`src/rtl/nmea_sentence_parser.sv`:
```
// nmea_sentence_parser
//   Frames NMEA sentences ('$' body '*' HH) from the UART byte stream, checks
//   the XOR checksum, classifies the sentence type and replays the body of
//   valid, enabled sentences as a tagged byte stream under valid/ready.
//
// Ports
//   clk, rst_n        clock, asynchronous active-low reset
//   rx_new, rx_data   one-cycle strobe qualifying the received byte
//   out_valid/ready   replay handshake
//   out_data          body byte being replayed
//   out_field         field index of out_data (a comma carries the field it ends)
//   out_delim         out_data is ','
//   out_last          final body byte
//   out_type          0=unknown 1=GGA 2=VTG 3=RMC 4=GSA
//   err_checksum      one-cycle pulse, checksum mismatch
//   err_overflow      one-cycle pulse, body longer than MAX_LEN
//   err_format        one-cycle pulse, CR/LF in body, non-hex checksum, empty body
//   ok_cnt            count of checksum-valid sentences (wraps)
//
// state   | meaning
// --------+---------------------------------------------------------------
// IDLE    | hunting for '$'
// SAVE    | storing body bytes and accumulating the XOR checksum
// CK_HI   | waiting for the high checksum nibble
// CK_LO   | waiting for the low checksum nibble
// CHECK   | one cycle: compare checksum, classify, decide on replay
// REPLAY  | streaming the buffered body downstream
module nmea_sentence_parser #(
   parameter int         MAX_LEN        = 82,
   parameter int         FIELD_W        = 5,
   parameter logic [4:0] TYPE_MASK      = 5'b00110,
   parameter bit         ACCEPT_UNKNOWN = 1'b0
) (
   input  logic               clk,
   input  logic               rst_n,
   input  logic               rx_new,
   input  logic [7:0]         rx_data,
   output logic               out_valid,
   input  logic               out_ready,
   output logic [7:0]         out_data,
   output logic [FIELD_W-1:0] out_field,
   output logic               out_delim,
   output logic               out_last,
   output logic [2:0]         out_type,
   output logic               err_checksum,
   output logic               err_overflow,
   output logic               err_format,
   output logic [15:0]        ok_cnt
);

   localparam int                 CW        = $clog2(MAX_LEN + 1);
   localparam logic [CW-1:0]      LEN_MAX   = CW'(MAX_LEN);
   localparam logic [FIELD_W-1:0] FIELD_SAT = '1;

   typedef enum logic [2:0] {
      S_IDLE, S_SAVE, S_CK_HI, S_CK_LO, S_CHECK, S_REPLAY
   } state_t;

   state_t             state, state_nxt;
   logic [7:0]         mem [MAX_LEN];
   logic [CW-1:0]      count, rd;
   logic [7:0]         csum;
   logic [3:0]         ck_hi, ck_lo;
   logic [FIELD_W-1:0] field;
   logic [2:0]         typ;
   logic [15:0]        ok_q;

   logic               is_dollar, is_star, is_eol, is_hex;
   logic [3:0]         hex_val;
   logic [2:0]         sent_type;
   logic               type_en, csum_match, rd_last, mem_we;
   logic [7:0]         rd_byte;
   logic               err_cs_nxt, err_ov_nxt, err_fm_nxt;

   assign is_dollar = (rx_data == 8'h24);
   assign is_star   = (rx_data == 8'h2A);
   assign is_eol    = (rx_data == 8'h0D) || (rx_data == 8'h0A);

   // 'A'..'F' and 'a'..'f' share a low nibble of 1..6, so +9 gives 10..15
   always_comb begin
      is_hex  = 1'b0;
      hex_val = 4'h0;
      if (rx_data >= 8'h30 && rx_data <= 8'h39) begin
         is_hex  = 1'b1;
         hex_val = rx_data[3:0];
      end else if ((rx_data >= 8'h41 && rx_data <= 8'h46) ||
                   (rx_data >= 8'h61 && rx_data <= 8'h66)) begin
         is_hex  = 1'b1;
         hex_val = rx_data[3:0] + 4'd9;
      end
   end

   // Sentence type lives in body bytes 2..4 (after the talker id)
   always_comb begin
      sent_type = 3'd0;
      if (count >= CW'(5)) begin
         case ({mem[2], mem[3], mem[4]})
            24'h474741: sent_type = 3'd1;  // GGA
            24'h565447: sent_type = 3'd2;  // VTG
            24'h524D43: sent_type = 3'd3;  // RMC
            24'h475341: sent_type = 3'd4;  // GSA
            default:    sent_type = 3'd0;
         endcase
      end
   end

   assign type_en    = TYPE_MASK[sent_type] || (sent_type == 3'd0 && ACCEPT_UNKNOWN);
   assign csum_match = ({ck_hi, ck_lo} == csum);
   assign rd_byte    = mem[rd];
   assign rd_last    = (rd == count - CW'(1));

   always_ff @(posedge clk or negedge rst_n) begin
      if (!rst_n) state <= S_IDLE;
      else        state <= state_nxt;
   end

   always_comb begin
      state_nxt  = state;
      err_cs_nxt = 1'b0;
      err_ov_nxt = 1'b0;
      err_fm_nxt = 1'b0;
      mem_we     = 1'b0;
      case (state)
         S_IDLE: begin
            if (rx_new && is_dollar) state_nxt = S_SAVE;
         end
         S_SAVE: begin
            if (rx_new) begin
               if (is_dollar) begin
                  state_nxt = S_SAVE;
               end else if (is_star) begin
                  state_nxt = S_CK_HI;
               end else if (is_eol) begin
                  err_fm_nxt = 1'b1;
                  state_nxt  = S_IDLE;
               end else if (count == LEN_MAX) begin
                  err_ov_nxt = 1'b1;
                  state_nxt  = S_IDLE;
               end else begin
                  mem_we = 1'b1;
               end
            end
         end
         S_CK_HI: begin
            if (rx_new) begin
               if (is_hex) begin
                  state_nxt = S_CK_LO;
               end else begin
                  err_fm_nxt = 1'b1;
                  state_nxt  = S_IDLE;
               end
            end
         end
         S_CK_LO: begin
            if (rx_new) begin
               if (is_hex) begin
                  state_nxt = S_CHECK;
               end else begin
                  err_fm_nxt = 1'b1;
                  state_nxt  = S_IDLE;
               end
            end
         end
         S_CHECK: begin
            if (count == '0) begin
               err_fm_nxt = 1'b1;
               state_nxt  = S_IDLE;
            end else if (!csum_match) begin
               err_cs_nxt = 1'b1;
               state_nxt  = S_IDLE;
            end else if (type_en) begin
               state_nxt = S_REPLAY;
            end else begin
               state_nxt = S_IDLE;
            end
         end
         S_REPLAY: begin
            if (out_ready && rd_last) state_nxt = S_IDLE;
         end
         default: state_nxt = S_IDLE;
      endcase
   end

   // Body storage has no reset; its contents only matter after a fresh SAVE
   always_ff @(posedge clk) begin
      if (mem_we) mem[count] <= rx_data;
   end

   always_ff @(posedge clk or negedge rst_n) begin
      if (!rst_n) begin
         count        <= '0;
         csum         <= 8'h00;
         ck_hi        <= 4'h0;
         ck_lo        <= 4'h0;
         rd           <= '0;
         field        <= '0;
         typ          <= 3'd0;
         ok_q         <= 16'h0000;
         err_checksum <= 1'b0;
         err_overflow <= 1'b0;
         err_format   <= 1'b0;
      end else begin
         err_checksum <= err_cs_nxt;
         err_overflow <= err_ov_nxt;
         err_format   <= err_fm_nxt;
         case (state)
            S_IDLE: begin
               if (rx_new && is_dollar) begin
                  count <= '0;
                  csum  <= 8'h00;
               end
            end
            S_SAVE: begin
               if (rx_new && is_dollar) begin
                  count <= '0;
                  csum  <= 8'h00;
               end else if (mem_we) begin
                  csum  <= csum ^ rx_data;
                  count <= count + CW'(1);
               end
            end
            S_CK_HI: if (rx_new && is_hex) ck_hi <= hex_val;
            S_CK_LO: if (rx_new && is_hex) ck_lo <= hex_val;
            S_CHECK: begin
               if (count != '0 && csum_match) begin
                  ok_q  <= ok_q + 16'd1;
                  typ   <= sent_type;
                  rd    <= '0;
                  field <= '0;
               end
            end
            S_REPLAY: begin
               if (out_ready) begin
                  rd <= rd + CW'(1);
                  if (rd_byte == 8'h2C && field != FIELD_SAT) field <= field + FIELD_W'(1);
               end
            end
            default: ;
         endcase
      end
   end

   assign out_valid = (state == S_REPLAY);
   assign out_data  = out_valid ? rd_byte : 8'h00;
   assign out_field = field;
   assign out_delim = out_valid && (rd_byte == 8'h2C);
   assign out_last  = out_valid && rd_last;
   assign out_type  = typ;
   assign ok_cnt    = ok_q;

endmodule

```
`config.mk`:
```
export PLATFORM = sky130hd
export DESIGN_NAME = nmea_sentence_parser
export DESIGN_NICKNAME = d
export VERILOG_FILES = /design/src/rtl/nmea_sentence_parser.sv
export SDC_FILE = /design/constraint.sdc
export NUM_CORES = 1
export LEC_CHECK = 0
export CORE_AREA = 4 4 226 228
export CTS_CLUSTER_DIAMETER = 150
export CTS_CLUSTER_SIZE = 20
export DETAILED_ROUTE_END_ITERATION = 8
export DIE_AREA = 0 0 230 232
export PLACE_DENSITY = 0.76
export SYNTH_ARGS = -nofsm -noshare
export SYNTH_HDL_FRONTEND = slang
export SYNTH_SLANG_ARGS = --single-unit
```
`constraint.sdc`:
```
create_clock -name clk -period 4.8 [get_ports clk]
set_clock_uncertainty 0.1 [all_clocks]
set_input_delay 1.44 -clock clk [delete_from_list [all_inputs] [get_ports clk]]
set_output_delay 1.44 -clock clk [all_outputs]
set_load 0.005 [all_outputs]
```
# Yosys cells after proc, flatten, opt, wreduce, memory -nomap -nowiden

Memories as Yosys holds them, arrays and structs flattened.
Index checks and enable logic that the tools add are counted.

$add $sub $neg: 6
$lt $le $gt $ge: 8
Equal/unequal tests: 28
Muxes and demuxes: 63
Bitwise operators: 1
Reduce and logical (&&, ||, !) cells: 25

Operators with widths:

| operator                                                                             | count |
|---|---|
| 24-bit by 23-bit equality test with 1-bit output (second input constant)             | 4 |
| 3-bit 2-to-1 mux                                                                     | 14 |
| 7-bit 2-to-1 mux                                                                     | 5 |
| 8-bit 2-to-1 mux                                                                     | 4 |
| 7-bit case mux with 2 select lines                                                   | 2 |
| 1-bit 2-to-1 mux                                                                     | 27 |
| 8-bit by 6-bit equality test with 1-bit output (second input constant)               | 3 |
| 3-bit case mux with 6 select lines                                                   | 1 |
| 16-bit by 1-bit adder with 16-bit output (second input constant)                     | 1 |
| 8-bit by 4-bit equality test with 1-bit output (second input constant)               | 2 |
| 8-bit by 7-bit greater-or-equal comparator with 1-bit output (second input constant) | 2 |
| 8-bit by 7-bit less-or-equal comparator with 1-bit output (second input constant)    | 2 |
| 8-bit case mux with 2 select lines                                                   | 1 |
| 5-bit 2-to-1 mux                                                                     | 3 |
| 7-bit by 1-bit adder with 7-bit output (second input constant)                       | 2 |
| 3-bit case mux with 4 select lines                                                   | 1 |
| 1-bit logical AND                                                                    | 10 |
| 2-bit != test (second input constant)                                                | 5 |
| 5-bit != test (second input constant)                                                | 2 |
| 5-bit case mux with 2 select lines                                                   | 1 |
| 8-bit equality test                                                                  | 1 |
| 8-bit by 6-bit greater-or-equal comparator with 1-bit output (second input constant) | 1 |
| 8-bit by 6-bit less-or-equal comparator with 1-bit output (second input constant)    | 1 |
| 4-bit 2-to-1 mux                                                                     | 2 |
| other kinds (25)                                                                     | 34 |

Register bits after elaboration: 60
Bits in writable memories: 656
ROM bits: 8
Input bits: 12
Output and inout port bits: 38
Word-level logic and storage cells: 145
Memories: 2

Memory list:

| name            | words | bits a word | read ports | clocked after memory_dff | wr ports | line | source |
|---|---|---|---|---|---|---|---|
| mem             | 82    | 8           | 4          | 0                        | 1        | 60   | `logic [7:0] mem [MAX_LEN];` |
| (no name shown) | 8     | 1           | 1          | 0                        | 0        | 107  | `assign type_en = TYPE_MASK[sent_type] \|\| (sent_type == 3'd0 && ACCEPT_UNKNOWN);` |

# Longest topological paths before layout

Word-level depth: 10
Depth in mapped cells: 14
Depth with buffers taken out: 11

# Worst setup path after synthesis

Ideal clock, no wire load.

Path type: input-to-reg
Start: in rx_data[2]
End: mem mem[59][0] (enable)
Library setup time: 0.370 ns
Arrival: 3.614 ns
Data required time: 4.330 ns
Slack: 0.715 ns
Cell stages on the path: 10
Buffers on the path: 2
Cells stage by stage: clkbuf_1 > mux2_2 > nand4b_1 > nor3b_1 > and2_1 > clkbuf_1 > nand2_1 > nor2_1 > nand3_1 > nor2_1

Longest elaborated chain between the ends: 9
Elaborated cells on any way between the ends: 12
Those cells by class: 4 x eq/ne; 7 x mux; 1 x reduce/logical

Ends and longest elaborated chain:

| what                                           | line | source |
|---|---|---|
| from (decl)                                    | 37   | `input logic [7:0] rx_data,` |
| 8-bit by 4-bit equality test with 1-bit output | 77   | `assign is_eol = (rx_data == 8'h0D) \|\| (rx_data == 8'h0A);` |
| 1-bit logical OR                               | 77   |  |
| 1-bit 2-to-1 mux                               | 133  | `end else if (is_eol) begin` |
| 1-bit 2-to-1 mux                               | 131  | `end else if (is_star) begin` |
| 1-bit 2-to-1 mux *                             | 129  | `if (is_dollar) begin` |
| 1-bit 2-to-1 mux *                             | 128  | `if (rx_new) begin` |
| 1-bit 2-to-1 mux *                             | 123  | `case (state)` |
| 1-bit 2-to-1 mux *                             | 186  | `if (mem_we) mem[count] <= rx_data;` |
| 1-bit 2-to-1 mux (not written as such) *       | 186  |  |
| to (decl)                                      | 60   |  |

Every way passes the cells marked *; elsewhere a longest branch is shown, timed or not.

# Final worst setup path

Start: reg rd[0]
End: out out_delim

Longest elaborated chain between the ends: 3

Ends and longest elaborated chain:

| what                                           | line | source |
|---|---|---|
| from (decl)                                    | 61   | `logic [CW-1:0] count, rd;` |
| from (signal assigned)                         | 234  | `rd <= rd + CW'(1);` |
| memory 82 x 8 bit                              | -    |  |
| 8-bit by 6-bit equality test with 1-bit output | 246  | `assign out_delim = out_valid && (rd_byte == 8'h2C);` |
| 1-bit logical AND                              | 246  |  |
| to (decl)                                      | 42   | `output logic out_delim,` |

Every way passes these cells.

==> impl_metrics.csv <==
group,metric,value,unit
clock_network,ctsLongestPathBuffers,3,
min_path,holdPathEnd,"ok_cnt[15]",
power,leakage,11.0,nW
timing,rsz_0062_raised_after_global_routing,"true",
timing,timing.slew.headroom,22.6,%
floorplan,initial_utilization,59.7,%
synthesis,post_synth_instance_area,29100,µm²
timing,finalWorstSetupSlack,-0.288,ns
placed_design,dpl_worst_slack,-0.601,ns
outcome,status,"finished with violations",
floorplan,dieArea,53400,µm²
setup_path,worstPathRequired,3.26,ns
setup_path,critPathCaptureType,"output pin",
setup_path,cp_data_arrival_time,3.55,ns
global_route,grt.overflow.total,0,
synthesis,synth.avg_cell_area,17.9,µm²
timing,drv_slew,0,
floorplan,die_x,230,µm
synthesis,synth-seq-cells,716,
timing,timing.final.setup_violations,3,
synthesis,synth-edff-count,656,
clock_network,cts.root.buffer_cell,"sky130_fd_sc_hd__clkbuf_16",
synthesis,synth.lib_cells_used.distinct,74,
flow_run,cap_viol_max_count,0,
clock_network,cts.reportedPaths.clkPinSlew,0.08,ns
clock_network,clock_sink_count,716,
clock_network,worst_skew_pair.late_latency,0.60,ns
setup_path,critPathMaxFanout,8,
synthesis,share_of_flip_flops_with_an_asynchronous_set_or_reset,8.38,%
synthesis,synth_nets,1651,
synthesis,synthesis.yosys.warnings,0,
placed_design,port_buffers,49,
routing,drc,0,
placed_design,gp_congestion,0.944,
floorplan,ios,50,
global_route,largest_net_degree_at_the_start_of_global_routing,83,
outcome,violations,"setup timing",
clock_network,clock_tree_from_tritoncts,"done",
cells_and_area,most-common-layout-cells,"sky130_fd_sc_hd__edfxtp_1, sky130_fd_sc_hd__buf_4, sky130_fd_sc_hd__nor2_1, sky130_fd_sc_hd__mux4_2, sky130_fd_sc_hd__nand2_1",
routing,initialDrtViolationCount,2267,
synthesis,synth_sequential_area_ratio,72.7,%
cells_and_area,final_layout_size_suffix_gt1_share,27.6,%
timing,tightest_slew,1.16,ns
synthesis,syn-instance-count,1627,
floorplan,die_height,232,µm
setup_path,r2r_slack,1.18,ns
routing,drt-pass1-iter-count,5,
min_path,hp-class,"reg -> reg",
routing,postRouteWirelength,73200,µm
timing,layout_min_cycle_time,5.09,ns
timing,holdWs,0.374,ns
routing,viasPerCell,6.54,
floorplan,rows,81,
clock_network,num_cts_buffers,41,
min_path,hold_depth,1,
placed_design,detailed_place_hpwl,46600,µm
setup_path,worst_r2r_endpoint,"out_field[2]",
min_path,worst_hold_startpoint,"ok_cnt[15]",
cells_and_area,commonest_non_fill_non_tap_cell_in_the_layout,"sky130_fd_sc_hd__edfxtp_1",
routing,route.vias.total,16700,
routing,wl_per_instance,28.6,µm
setup_path,cp-start-kind,"flip-flop",
global_route,grt_first_pass_wirelength,110000,µm
floorplan,core_region_area,48800,µm²
clock_network,cts-htree-levels,2,
timing,final-hold-violation-count,0,
global_route,grt_use_total,27.7,%
synthesis,synth_ff_type,"sky130_fd_sc_hd__edfxtp_1",
timing,min_period_over_period,106,%
setup_path,critical_path_class,"reg -> out",
cells_and_area,finish.net_count,1892,
power,powerDensity,341,nW/µm²
cells_and_area,flow.area_growth_from_synthesis,16.1,%
cells_and_area,final.fill_count,3053,
routing,ant_nets,0,
power,peakVddDrop,0.234,mV
setup_path,ff2ff_path_depth,13,
setup_path,regToRegStartpoint,"rd[0]",
global_route,first_global_vias,16600,
timing,max_freq,0.197,GHz
global_route,antenna_found_initial,4,
cells_and_area,post_route_core_utilization,69.3,%
[flip-flops by register name, indices dropped and copies added (netlist names), 4 cells and up]
name / cells
ok_cnt: 16
ck_lo: 4
ck_hi: 4
count: 7
rd: 7
csum: 8
out_field: 5
mem: 656
[routing by layer]
metal  wire length [µm]  up-vias  GRT usage, %
li1                   -     6972             -
met4               3040        2          9.89
met5                 13        -             0
met3               7160      175          4.66
met1              28100     8579          39.8
met2              34800      996          43.9
[power by group]
group	total [mW]	switching [mW]	internal [mW]
sequential	7.08	0.133	6.95
combinational	0.802	0.549	0.253
clock	3.67	1.94	1.72
total	11.6	2.62	8.93
[synthesized netlist by cell type, drive strengths merged (5+ instances only)]
library cell,n,area (µm²)
nand2b,7,43.8
nand3,25,125
a221oi,13,114
mux2i,85,851
a22oi,16,120
nor2b,13,81.3
nor4,7,50.1
a22o,18,158
nand2,79,297
a211oi,20,155
clkbuf,41,154
dfrtp,60,1500
xor2,27,236
a31oi,5,31.3
inv,18,67.6
nor2,134,503
mux2,12,135
ha,12,150
nor3,10,61.3
nand3b,7,52.6
mux4,129,2910
and2,5,31.3
or3,5,31.3
o221ai,9,78.8
xnor2,17,149
o22ai,10,62.6
o21ai,36,180
a21oi,29,145
edfxtp,656,19700
nand4,11,75.1
o31ai,8,75.1
and3,10,62.6
buf,41,317
[layout make-up]
type                            instances  area (µm²)  share of cell area [%]
Antenna cell                            2        5.00                  0.0148
Clock buffer                           66        1160                    3.43
Timing Repair Buffer                  280        2600                    7.68
Tap cell                              664         831                    2.45
Inverter                               20        75.1                   0.222
Sequential cell                       716       21200                    62.7
Clock inverter                          2        38.8                   0.115
Multi-Input combinational cell        809        7930                    23.4
[repair_timing]
item | in CTS | in global routing
pin swaps | 34 | 11
setup buffers | 18 | 9
setup endpoints to repair | 10 | 10
cloned | 5 | 0
hold buffers | 0 | 0
resized for setup | 137 | 31
hold endpoints to repair | 0 | 0
[worst max-delay path, cell delays in order (launching register included)]
cell	delay, ns
sky130_fd_sc_hd__dfrtp_4	0.48
sky130_fd_sc_hd__buf_12	0.17
sky130_fd_sc_hd__buf_16	0.17
sky130_fd_sc_hd__bufbuf_16	0.28
sky130_fd_sc_hd__mux4_2	0.53
sky130_fd_sc_hd__a221oi_1	0.25
sky130_fd_sc_hd__o21ai_0	0.19
sky130_fd_sc_hd__o31ai_2	0.11
sky130_fd_sc_hd__or2b_1	0.31
sky130_fd_sc_hd__nor4_4	0.28
sky130_fd_sc_hd__buf_2	0.19
[worst max path at each step]
| stage | start | endpoint | cells after the start |
|---|---|---|---|
| floorplan | rx_data[2] | mem[59][0] | 10 |
| global placement | rd[0] | out_delim | 9 |
| detailed placement | rd[0] | out_delim | 11 |
| CTS | rd[0] | out_delim | 11 |
| global route | rd[0] | out_delim | 11 |
| finish | rd[0] | out_delim | 10 |
[per-stage QoR]
step | power, mW | TNS (ns) | area (µm²) | instances
2_1_floorplan | 7.60 | 0 | 29100 | 1627
3_3_place_gp | 7.94 | -0.523 | 31700 | 2462
3_5_place_dp | 7.97 | -0.639 | 31700 | 2462
4_1_cts | 11.5 | -0.525 | 33700 | 2549
5_1_grt | 11.9 | -0.769 | 33800 | 2557
6_report | 11.6 | -0.377 | 33800 | 2559
[cell families (layout without fill, tap and decap cells)]
group,Yosys count,in the layout,share of synthesized area [%]
compound gates,195,195,4.79
xor+xnor,44,44,1.32
fa+ha+maj,12,12,0.515
buf+inv,102,368,1.87
flops,716,716,72.7
mux,226,226,13.4
other cells,0,2,0
simple gates,332,332,5.41
Power figures use the tool's default switching activity.
